==> config.mk <==
export PLATFORM = sky130hd
export DESIGN_NAME = mdu_issue_ctrl
export DESIGN_NICKNAME = d
export VERILOG_FILES = /design/src/rtl/mdu_issue_ctrl.sv
export SDC_FILE = /design/constraint.sdc
export NUM_CORES = 1
export LEC_CHECK = 0
export ABC_AREA = 1
export CAP_MARGIN = 20
export CORE_MARGIN = 4
export CORE_UTILIZATION = 30
export CTS_CLUSTER_DIAMETER = 60
export DETAILED_ROUTE_END_ITERATION = 7
export DONT_BUFFER_PORTS = 1
export GPL_ROUTABILITY_DRIVEN = 0
export GPL_TIMING_DRIVEN = 0
export PLACE_DENSITY_LB_ADDON = 0.12
export RECOVER_POWER = 50
export SLEW_MARGIN = 20
export SYNTH_ARGS = -nofsm -noshare
export SYNTH_HDL_FRONTEND = slang
export SYNTH_SLANG_ARGS = --single-unit
==> constraint.sdc <==
create_clock -name clk -period 3.28 [get_ports clk]
set_input_delay 0.656 -clock clk [delete_from_list [all_inputs] [get_ports clk]]
set_output_delay 0.656 -clock clk [all_outputs]
set_load 0.02 [all_outputs]
==> src/rtl/mdu_issue_ctrl.sv <==
// mdu_issue_ctrl: issues MULT/DIV ops to the shared MDU, counts latency, stalls the pipe, pulses hilo_we.
// Optional MDU_PERF_CNT_EN adds perf_stall_cnt, a free-running count of stall_mdu cycles.
module mdu_issue_ctrl #(
   parameter int MUL_CYCLES = 4,
   parameter int DIV_CYCLES = 33,
   parameter int CNT_W      = 6
) (
   input  logic       clk,
   input  logic       rst,
   input  logic       mdu_reqE,
   input  logic [1:0] mdu_opE,
   input  logic       divisor_zeroE,
   input  logic       flushE,
   input  logic       stall_ext,
   output logic       unit_start,
   output logic [1:0] unit_op,
   output logic       unit_abort,
   output logic       hilo_we,
   output logic       stall_mdu,
   output logic       busy
`ifdef MDU_PERF_CNT_EN
   ,
   output logic [31:0] perf_stall_cnt
`endif
);
   typedef enum logic [1:0] {IDLE, BUSY, DONE} state_t;
   localparam logic [CNT_W-1:0] MUL_LOAD = CNT_W'(MUL_CYCLES - 1);
   localparam logic [CNT_W-1:0] DIV_LOAD = CNT_W'(DIV_CYCLES - 1);
   state_t state, state_nx;
   logic [CNT_W-1:0] cnt, cnt_nx;
   logic div;
   assign div  = mdu_opE[1];
   assign busy = state != IDLE;
   always_ff @(posedge clk or negedge rst) begin
      if (!rst) begin
         state <= IDLE;
         cnt   <= '0;
      end else begin
         state <= state_nx;
         cnt   <= cnt_nx;
      end
   end
   // IDLE outputs are gated by rst so nothing leaks out while reset is held
   always_comb begin
      state_nx   = state;
      cnt_nx     = cnt;
      unit_start = 1'b0;
      unit_op    = 2'b00;
      unit_abort = 1'b0;
      hilo_we    = 1'b0;
      stall_mdu  = 1'b0;
      case (state)
         IDLE: if (rst && mdu_reqE && !flushE) begin
            stall_mdu = 1'b1;
            if (div && divisor_zeroE) state_nx = DONE;
            else begin
               unit_start = 1'b1;
               unit_op    = mdu_opE;
               state_nx   = BUSY;
               cnt_nx     = div ? DIV_LOAD : MUL_LOAD;
            end
         end
         BUSY: if (flushE) begin
            unit_abort = 1'b1;
            state_nx   = IDLE;
            cnt_nx     = '0;
         end else begin
            stall_mdu = 1'b1;
            if (cnt == '0) begin
               hilo_we  = 1'b1;
               state_nx = DONE;
            end else cnt_nx = cnt - 1'b1;
         end
         DONE: state_nx = stall_ext ? DONE : IDLE;
         default: state_nx = IDLE;
      endcase
   end
`ifdef MDU_PERF_CNT_EN
   always_ff @(posedge clk or negedge rst) begin
      if (!rst) perf_stall_cnt <= '0;
      else if (stall_mdu) perf_stall_cnt <= perf_stall_cnt + 32'd1;
   end
`endif
endmodule

# Yosys cells after proc, flatten, opt, wreduce, memory -nomap -nowiden
# Index checks and enable logic that the tools add are counted.
# op_classes
mux,26
n_eq_ne,6
add_sub_neg,1
mul,0
reduce_logical,10
order_cmp,0
n_div,0
n_shift,0
bitwise,0
# ops
op,n
2-to-1 mux 6 bit,5
2-to-1 mux 2 bit,8
one-hot mux 6 bit (2 select lines),1
2-to-1 mux 1 bit,10
zero test 6 bit,1
inequality test 3 bit (second input constant),2
one-hot mux 2 bit (3 select lines),1
subtractor 6 x 1 -> 6 bit (second input constant),1
inequality test 2 bit (second input constant),2
AND reduction 4 bit,1
nonzero test 2 bit,2
logical AND 1 bit,3
equality test 2 x 1 -> 1 bit (second input constant),1
equality test 2 bit (second input constant),1
zero test 2 bit,1
one-hot mux 1 bit (2 select lines),1
AND reduction 2 bit,1
zero test 1 bit,1
# word_totals
latch_bits,0
output_inout_bits,7
ramBits,0
mem_count,0
ff_bits,8
elab_cells,45
in_bits,8
mem_bits_ro,0

# Longest topological paths before layout
# logic_depth
ltp_word,4
depth_mapped,8
mapped_depth_nobuf,8

# Least setup slack after synthesis
# Ideal clock, no wire load.
# synth_path
path_kind,in2out
startpoint,in flushE
endpoint,out unit_op[0]
arrival_ps,1466
path_slack_ps,1158
path_buffers,0
required_time_ps,2624
path_stages,3
path_cell_list,inv_2 -> nand4_1 -> nor3b_1
# synth_via
elab_chain_len,4
# synth_rtl
item,line,rtl
from (decl),13,"input logic flushE,"
zero test 1 bit,53,IDLE: if (rst && mdu_reqE && !flushE) begin
logical AND 1 bit,53,
2-to-1 mux 2 bit,53,
2-to-1 mux 2 bit,52,case (state)
to (decl),16,"output logic [1:0] unit_op,"
# Every way passes these cells.

# Worst setup path in the final report
# layout_path
startpoint,reg state[1]
endpoint,out unit_op[0]
# layout_via
elab_chain_len,2
# layout_rtl
item,line,rtl
from (decl),29,"state_t state, state_nx;"
from (signal assigned),39,state <= state_nx;
zero test 2 bit,52,
2-to-1 mux 2 bit,52,
# Every way passes these cells.

==> flow_summary.json <==
{
  "synth_xor_area_frac": 0,
  "cts_num_sinks": 8,
  "yosys.area.top_type": "dfrtp_1",
  "cp_data_required_time_ns": 2.62,
  "maxCapViolations": 0,
  "stdcell_area_um2": 643,
  "die_x_um": 52.6,
  "antenna_found_initial": 0,
  "setup.worst_path.class": "reg2out",
  "grt_pass1_wl_mm": 2.35,
  "ys_ff_latch": 8,
  "vias": 529,
  "drv_slew": 0,
  "routedWlPerCell_um": 12.0,
  "io_pins": 15,
  "dp_hpwl_mm": 1.09,
  "cts_tree": "yes",
  "seqCellArea_um2": 200,
  "synth_fa_ha_area_frac": 0.0419,
  "relSlewSlack": 0.535,
  "drtIter0Drc": 24,
  "ctsResizeCount": 0,
  "numCtsBuffers": 3,
  "power_density_mw_per_mm2": 651,
  "end_kind": "output port",
  "crit_slowest_cell": "nor3b_1",
  "synth.top_cell.area_share": 0.335,
  "finalCritPeriodShare": 0.728,
  "seq_area_frac_synth": 0.335,
  "synth_cell_types": 18,
  "cts_hold_buf": 0,
  "rows": 15,
  "die-area_mm2": 0.00277,
  "startpoint_type": "register",
  "cpPeakStageDelay_ns": 0.63,
  "h-tree-depth": 1,
  "overflow": 0,
  "grt_max_degree": 11,
  "synthCells": 85,
  "drive_above_1_share": 0.182,
  "initial_core_util": 0.331,
  "cts_buffer_depth": 2,
  "syn_to_final_growth_pct": 7.76,
  "hold_viol_final": 0,
  "setup_viol": 0,
  "portBuffers": 0,
  "crit_arrival_ns": 1.73,
  "final_common_cell": "nand2_1",
  "avgSynthCellArea_um2": 7.02,
  "drc": 0,
  "cp_max_fo": 5,
  "viasPerCell": 4.68,
  "clk_pin_slew_ns": 0.06,
  "n_fill_cell": 204,
  "rsz0062_at_grt": "false",
  "nets": 100,
  "final_util": 0.357,
  "die-height_um": 52.6,
  "clock_skew_ns": 0.00555,
  "cts-root-buf": "clkbuf_4",
  "finalWirelength_mm": 1.36,
  "syn-num-nets": 95,
  "grtUsageTotal": 0.121,
  "grt_pass1_vias": 514,
  "synthTopCellsByArea": "dfrtp_1, nand2_1, inv_1",
  "multi_input_area_um2": 325,
  "worst-slew-pin-transition_ns": 0.696,
  "placed_area_um2": 628,
  "ant_nets": 0,
  "ys.warnings.count": 0,
  "ir_worst_vdd_mv": 0.309,
  "fin_cells": 113,
  "status": "completed",
  "clock_latency_ns": 0.26,
  "reg2reg_setup_slack_ns": 1.51,
  "layout_common_cells": "nand2_1, inv_1, nor2_1, nand3_1, dfrtp_1",
  "dp_cells": 110,
  "coreArea_mm2": 0.00180,
  "synth_compound_area_frac": 0.0985,
  "synth-simple-area-share": 0.417,
  "setup_tns_ns": 0,
  "post_cts_buffers": 0,
  "syn_area_um2": 597,
  "fin_total_pwr_uw": 419,
  "hp-class": "in2async",
  "synth_mux_area_frac": 0,
  "crit_chain": "nor2_1, nand4_1, nor3b_1",
  "min_period_ns": 2.39,
  "max_freq_ghz": 0.419,
  "power_leakage_nw": 0.328,
  "drt_first_pass_iters": 6,
  "synth_top_family_by_area": "simple AND/OR/NAND/NOR gates",
  "antenna_cells": 0
}
-- final cells by class --
class,instances,area share
Multi-Input combinational cell,62,0.506
Sequential cell,8,0.311
Inverter,14,0.0817
Tap cell,25,0.0486
Clock buffer,3,0.0350
Buffer,1,0.0175
-- worst paths after layout --
path,start,endpoint,cells after the start
hold reg to reg,cnt[5]$_DFFE_PN0P_,cnt[5]$_DFFE_PN0P_,2
min in group clk,cnt[5]$_DFFE_PN0P_,cnt[5]$_DFFE_PN0P_,2
setup reg to reg,cnt[0]$_DFFE_PN0P_,cnt[0]$_DFFE_PN0P_,8
hold / removal,rst,cnt[4]$_DFFE_PN0P_,0
max in group asynchronous,rst,cnt[1]$_DFFE_PN0P_,0
setup / recovery,state[1]$_DFFE_PN0P_,unit_op[0],3
-- synth_stat cells (all sizes together) --
cell and n:
nand2 25, nand4 3, o22ai 2, nor4 1, o21ai 5, nor3b 2
dfrtp 8, nand3 9, ha 2, a31oi 1, inv 14, buf 1
nor2 12
-- metal layers --
metal,up-vias,global-route usage,wire length (um)
met1,238,0.157,646
met3,2,0.0541,64
li1,281,-,-
met5,-,0,0
met2,8,0.176,630
met4,0,0.0383,13
-- kinds of logic after synthesis --
group	Yosys count
simple gates	52
buf+inv	15
compound gates	8
flops	8
fa+ha+maj	2
-- power breakdown --
group / internal [mW] / switching (mW) / total, mW
logic: 0.0715 / 0.128 / 0.200
registers: 0.124 / 0.0180 / 0.142
clock network: 0.0420 / 0.0353 / 0.0774
total: 0.237 / 0.181 / 0.419
-- registers in the layout, indices dropped and copies added, names as in the netlist --
name	cells
state	2
cnt	6
-- per-stage QoR --
stage	setup slack [ns]	hold slack (ns)
finish	0.893	0.0883
global route	0.790	0.0656
CTS	0.886	0.0802
detailed placement	1.03	0.361
global placement	1.05	0.361
floorplan	1.16	0.360
-- worst max-delay path: cells and delay by family (launching register included) --
kind	cells	cell delay [ns]
and+or+nand+nor	3	1.06
DFF	1	0.42
Note: power is estimated with default switching activity, not from simulation.
